`config.mk`:
```
export PLATFORM = sky130hd
export DESIGN_NAME = snake_engine_flat
export DESIGN_NICKNAME = d
export VERILOG_FILES = /design/src/rtl/snake_if.sv /design/src/rtl/snake_engine.sv /design/src/flat_wrapper.sv
export SDC_FILE = /design/constraint.sdc
export NUM_CORES = 1
export LEC_CHECK = 0
export ABC_AREA = 1
export BUFFER_PORTS_ARGS = -buffer_cell sky130_fd_sc_hd__clkbuf_2
export CAP_MARGIN = 20
export CELL_PAD_IN_SITES_DETAIL_PLACEMENT = 0
export CELL_PAD_IN_SITES_GLOBAL_PLACEMENT = 1
export CORE_MARGIN = 5
export CORE_UTILIZATION = 40
export CTS_BUF_LIST = sky130_fd_sc_hd__clkbuf_4 sky130_fd_sc_hd__clkbuf_8
export CTS_CLUSTER_DIAMETER = 30
export DETAILED_ROUTE_END_ITERATION = 7
export GPL_TIMING_DRIVEN = 0
export PLACE_DENSITY = 0.81
export SLEW_MARGIN = 20
export SYNTH_ARGS = -nofsm -noshare
export SYNTH_HDL_FRONTEND = slang
export SYNTH_SLANG_ARGS = --single-unit
```
`constraint.sdc`:
```
create_clock -name clk -period 13.03 [get_ports clk]
set_input_delay 2.606 -clock clk [delete_from_list [all_inputs] [get_ports clk]]
set_output_delay 2.606 -clock clk [all_outputs]
set_load 0.01 [all_outputs]
```
`src/rtl/snake_if.sv`:
```
// Control/status bundle between a snake_engine and its controller.
// master drives the move/grow requests; slave (the engine) drives the snake state.
interface snake_if #(
    parameter int MAX_LEN = 16,
    parameter int POS_W   = 10
) ();
    localparam int LW = $clog2(MAX_LEN + 1);

    logic                     start;
    logic                     step;
    logic [1:0]               dir_in;
    logic                     grow;
    logic [MAX_LEN*POS_W-1:0] body;
    logic [LW-1:0]            len;
    logic                     running;
    logic                     dead;
    logic                     full;

    modport master (
        output start, step, dir_in, grow,
        input  body, len, running, dead, full
    );

    modport slave (
        input  start, step, dir_in, grow,
        output body, len, running, dead, full
    );
endinterface

```
`src/rtl/snake_engine.sv`:
```
// Snake game core: keeps the segment list on a WIDTH x HEIGHT board and
// advances it one cell per step, detecting wall and self collisions.
module snake_engine #(
    parameter int MAX_LEN  = 16,
    parameter int POS_W    = 10,
    parameter int WIDTH    = 32,
    parameter int HEIGHT   = 24,
    parameter int INIT_LEN = 4
) (
    input logic    clk,
    input logic    rst_n,
    snake_if.slave bus
);
    localparam int LW    = $clog2(MAX_LEN + 1);
    localparam int HEAD0 = (HEIGHT / 2) * WIDTH + WIDTH / 2;

    typedef enum logic [1:0] {IDLE, RUN, DEAD} state_t;
    typedef enum logic [1:0] {LEFT = 2'b00, RIGHT = 2'b01, UP = 2'b10, DOWN = 2'b11} dir_t;

    state_t             state, state_nxt;
    dir_t               cur_dir, moved_dir, dir_acc;
    logic [POS_W-1:0]   seg [MAX_LEN];
    logic [LW-1:0]      len_q;
    logic               grow_pending;
    logic [POS_W-1:0]   head, next_head;
    logic               grow_eff, grow_apply, wall, self_hit, collide;

    function automatic dir_t opposite(input dir_t d);
        return dir_t'({d[1], ~d[0]});
    endfunction

    always_comb begin
        dir_acc = cur_dir;
        if (bus.dir_in != opposite(moved_dir))
            dir_acc = dir_t'(bus.dir_in);

        head       = seg[0];
        grow_eff   = grow_pending | bus.grow;
        grow_apply = grow_eff && (len_q < LW'(MAX_LEN));

        wall      = 1'b0;
        next_head = head;
        case (dir_acc)
            LEFT: begin
                wall      = (head % POS_W'(WIDTH)) == '0;
                next_head = head - POS_W'(1);
            end
            RIGHT: begin
                wall      = (head % POS_W'(WIDTH)) == POS_W'(WIDTH - 1);
                next_head = head + POS_W'(1);
            end
            UP: begin
                wall      = head < POS_W'(WIDTH);
                next_head = head - POS_W'(WIDTH);
            end
            default: begin
                wall      = head >= POS_W'((HEIGHT - 1) * WIDTH);
                next_head = head + POS_W'(WIDTH);
            end
        endcase

        // The tail cell is vacated on a plain step, so it only blocks when growing.
        self_hit = 1'b0;
        for (int unsigned k = 1; k < MAX_LEN; k++) begin
            if (seg[k] == next_head &&
                (int'(k) < int'(len_q) - 1 || (grow_apply && int'(k) < int'(len_q))))
                self_hit = 1'b1;
        end
        collide = wall | self_hit;

        state_nxt = state;
        case (state)
            IDLE:    if (bus.start) state_nxt = RUN;
            RUN:     if (!bus.start && bus.step && collide) state_nxt = DEAD;
            DEAD:    if (bus.start) state_nxt = RUN;
            default: state_nxt = IDLE;
        endcase
    end

    always_ff @(posedge clk) begin
        if (!rst_n)
            state <= IDLE;
        else
            state <= state_nxt;
    end

    always_ff @(posedge clk) begin
        if (!rst_n) begin
            for (int unsigned i = 0; i < MAX_LEN; i++)
                seg[i] <= '1;
            len_q        <= '0;
            cur_dir      <= RIGHT;
            moved_dir    <= RIGHT;
            grow_pending <= 1'b0;
        end else if (bus.start) begin
            for (int unsigned i = 0; i < MAX_LEN; i++)
                seg[i] <= (int'(i) < INIT_LEN) ? POS_W'(HEAD0 - int'(i)) : '1;
            len_q        <= LW'(INIT_LEN);
            cur_dir      <= RIGHT;
            moved_dir    <= RIGHT;
            grow_pending <= 1'b0;
        end else if (state == RUN) begin
            cur_dir      <= dir_acc;
            grow_pending <= grow_eff;
            if (bus.step && !collide) begin
                // Growing extends the shift by one slot so the old tail cell is kept.
                for (int unsigned i = 1; i < MAX_LEN; i++) begin
                    if (int'(i) < int'(len_q) || (grow_apply && int'(i) == int'(len_q)))
                        seg[i] <= seg[i-1];
                end
                seg[0]       <= next_head;
                moved_dir    <= dir_acc;
                grow_pending <= 1'b0;
                if (grow_apply)
                    len_q <= len_q + LW'(1);
            end
        end
    end

    for (genvar g = 0; g < MAX_LEN; g++) begin : g_body
        assign bus.body[g*POS_W +: POS_W] = seg[g];
    end

    assign bus.len     = len_q;
    assign bus.running = (state == RUN);
    assign bus.dead    = (state == DEAD);
    assign bus.full    = (len_q == LW'(MAX_LEN));
endmodule

```
`src/flat_wrapper.sv`:
```
// flat-port wrapper written by rule: the top's interface ports become plain ports
module snake_engine_flat 
#(
    parameter int MAX_LEN  = 16,
    parameter int POS_W    = 10,
    parameter int WIDTH    = 32,
    parameter int HEIGHT   = 24,
    parameter int INIT_LEN = 4
)
  (clk, rst_n, bus_start, bus_step, bus_dir_in, bus_grow, bus_body, bus_len, bus_running, bus_dead, bus_full);
  snake_if #(.MAX_LEN(MAX_LEN), .POS_W(POS_W)) bus_i ();
  input logic clk;
  input logic rst_n;
  input wire logic [$bits(bus_i.start)-1:0] bus_start;
  input wire logic [$bits(bus_i.step)-1:0] bus_step;
  input wire logic [$bits(bus_i.dir_in)-1:0] bus_dir_in;
  input wire logic [$bits(bus_i.grow)-1:0] bus_grow;
  output wire logic [$bits(bus_i.body)-1:0] bus_body;
  output wire logic [$bits(bus_i.len)-1:0] bus_len;
  output wire logic [$bits(bus_i.running)-1:0] bus_running;
  output wire logic [$bits(bus_i.dead)-1:0] bus_dead;
  output wire logic [$bits(bus_i.full)-1:0] bus_full;
  assign bus_i.start = bus_start;
  assign bus_i.step = bus_step;
  assign bus_i.dir_in = bus_dir_in;
  assign bus_i.grow = bus_grow;
  assign bus_body = bus_i.body;
  assign bus_len = bus_i.len;
  assign bus_running = bus_i.running;
  assign bus_dead = bus_i.dead;
  assign bus_full = bus_i.full;
  snake_engine #(.MAX_LEN(MAX_LEN), .POS_W(POS_W), .WIDTH(WIDTH), .HEIGHT(HEIGHT), .INIT_LEN(INIT_LEN)) u_core (.clk(clk), .rst_n(rst_n), .bus(bus_i));
endmodule
```
==> impl_metrics.toml <==
[grt]
grt-ovfl-total = 0
grt_pass1_vias = 10700
grt_max_degree = 19
gr-usage-met1 = 0.387
gr-usage-met2 = 0.479
grt_antenna_before_repair = 1
grt.busiest_layer = "met2"
grtUsageTotal = 0.293
use_met3 = 0.0599
grt_pass1_wl_microns = 67800

[timing]
fin_skew_ps = 22.1
hold_viol_final = 0
fin_tns_setup_ps = 0
period_minus_slack_ps = 7550
rsz0062_at_grt = "no"
timing.final.crit_share = 0.579
setup_violations = 0
drv_slew = 0
fmax_mhz = 132
slew_headroom = 0.377
tightest_slew_ps = 935

[cells_and_area]
fillers = 2972
stdcell_count = 2196
drive_gt1_frac = 0.172
syn2layout_area_growth_pct = 15.6
nets = 1831

[route]
post_drt_wl_per_cell_microns = 21.5
num_vias = 11600
ant_nets = 0
drtIter0Drc = 1223
drt-pass1-iter-count = 6
wirelength_microns = 47100
viasPerCell = 5.30
route.detailed.drc = 0

[floorplanning]
ios = 175
dieArea_sq_um = 31600
initial_core_util = 0.405
core-area_sq_um = 27800
rows = 61
dieHeight_microns = 178
die_w_microns = 178

[critical_path]
reg2regPathDepth = 26
r2r_slack_ps = 7340
critPathCaptureType = "flip-flop"
worstPathMaxFanout = 11
crit_type = "primary input to flip-flop"
cp.required_ps = 13240
r2r-end = "u_core.seg[4][10]"
max_stage_delay_ps = 510
startpoint_type = "primary input"
arrival_ps = 7760
startpoint = "bus_dir_in[0]"
slowest_stage = "clkinv_1"
r2r_start = "u_core.moved_dir[1]"
crit_path_frequent_cell = "nand2_1"

[run]
drv_cap = 0

[clocking]
clk_latency_ps = 490
cts_resized = 0
cts_inserted_buffers = 17
clk_pin_slew_worst_paths_ps = 110
cts_setup_buffers = 0
clk_path_buf_depth = 2
htree_num_levels = 4
cts-root-buf = "clkbuf_8"
clock-sinks = 172
tritoncts = "yes"
postCtsHoldBufs = 0

[synthesis]
synth_compound_area_frac = 0.0653
synthCells = 1607
yosys_warnings = 0
synth_edf_count = 100
synthesis.area_sq_um = 11300
synthDominantCellAreaShare = 0.267
synthFlopType = "edfxtp_1"
avgSynthCellArea_sq_um = 7.01
synth_nets = 1634
synth_area_leaders = "edfxtp_1, nand2_1, dfxtp_1"
synthMuxAreaShare = 0
synth_most_common_cell = "nand2_1"
synth-simple-area-share = 0.386
synth_xor_area_frac = 0.0217
yosys.area_share.adder = 0.0229
synth.yosys.seq_area_share = 0.395
async_reset_ff_frac = 0
yosys-top-cells-count = "nand2_1, inv_1, nand3_1"
synth_top_cell_by_area = "edfxtp_1"
synth_top_family_by_area = "simple AND/OR/NAND/NOR gates"
synthDistinctLibCells = 48
synth-seq-cells = 172

[power_and_ir_drop]
peakVddDrop_v = 0.0000597
p_leak_nw = 6.67
p_per_area_nw_per_um2 = 110

[hold_path]
hold_depth = 1
hold_path_end = "u_core.state[0]"
hold_start = "u_core.state[0]"
holdCritPathClass = "flip-flop to flip-flop"

[placed_design]
io_buffer_count = 173
placed_cells = 2163
gp_congestion = 0.961
post-dp-hpwl_microns = 36500

[run_status]
status = "completed"
## metrics by stage
| stage | hold WS [ps] | power [W] | utilization | worst slack, ps | area [sq um] |
|---|---|---|---|---|---|
| floorplan | 427 | 0.000884 | - | 6100 | 11300 |
| global placement | 444 | 0.00104 | 0.453 | 4260 | 12600 |
| detailed placement | 454 | 0.00104 | 0.455 | 5030 | 12600 |
| CTS | 473 | 0.00142 | 0.468 | 5540 | 13000 |
| global route | 505 | 0.00149 | 0.468 | 5220 | 13000 |
| finish | 469 | 0.00143 | 0.469 | 5480 | 13000 |
## layer usage
layer,vias to the layer above,wire (microns)
met2,625,21700
met1,5393,19100
met4,0,1750
li1,5522,-
met5,-,0
met3,95,4580
## layout make-up
type / count / area (sq um) / share of cell area
diodes: 1 / 2.50 / 0.000192
plain buffers: 52 / 352 / 0.0270
clock buffers: 17 / 234 / 0.0180
clock inverters: 15 / 146 / 0.0112
inverters: 232 / 876 / 0.0673
multi-input cells: 1151 / 5590 / 0.429
flip-flops and latches: 172 / 4440 / 0.341
well taps: 378 / 473 / 0.0363
repair buffers: 178 / 903 / 0.0694
## power breakdown
group | switching, W | internal [W] | total, W
Clock | 0.000244 | 0.000143 | 0.000387
Combinational | 0.000323 | 0.000124 | 0.000447
Sequential | 0.0000150 | 0.000581 | 0.000596
Total | 0.000582 | 0.000848 | 0.00143
## worst max-delay path by stage
stage                     slack, ps  cells after the start                end
final                          5480                     29  u_core.seg[4][10]
after global routing           5220                     29  u_core.seg[4][12]
after CTS                      5540                     29  u_core.seg[4][16]
after detailed placement       5030                     29  u_core.seg[4][14]
after global placement         4260                     28  u_core.seg[4][15]
after floorplan                6100                     25   u_core.seg[2][0]
## critical path, delay by kind of cell
family	cells	cell delay [ps]
compound gates	1	410
buf+inv	6	1330
fa+ha+maj	1	470
simple gates	21	2900
## cells by family (layout without fill, tap and decap cells)
group / Yosys count / in the layout
AO/OA/AOI/OAI: 133 / 133
XOR/XNOR: 27 / 27
adder cells (fa/ha/maj): 20 / 20
buffers and inverters: 284 / 494
flip-flops: 172 / 172
other: 0 / 1
AND/OR/NAND/NOR: 971 / 971
## state kept, by name (all words and copies together), names as in the netlist
signal	flops
u_core.grow_pending	1
u_core.bus.len	5
u_core.cur_dir	2
u_core.moved_dir	2
u_core.seg	160
u_core.state	2
## placed cells by master (no fill, tap or decap), types with 4 or more instances in the layout
cell,n
nor2_1,117
nand4_1,30
clkbuf_2,174
xor2_1,24
inv_1,220
o21ai_1,30
nand3_4,4
inv_6,8
clkbuf_8,17
nand2_4,4
nand3_2,7
buf_2,12
nor2_4,9
nand3_1,188
edfxtp_1,100
nand2_1,574
buf_6,13
o21ai_0,59
a21oi_1,24
clkinv_1,4
inv_2,7
dfxtp_1,72
nand3b_1,6
ha_1,19
nand2_2,18
o21ai_2,4
clkbuf_1,18
buf_4,12
(Power assumes the default switching activity.)
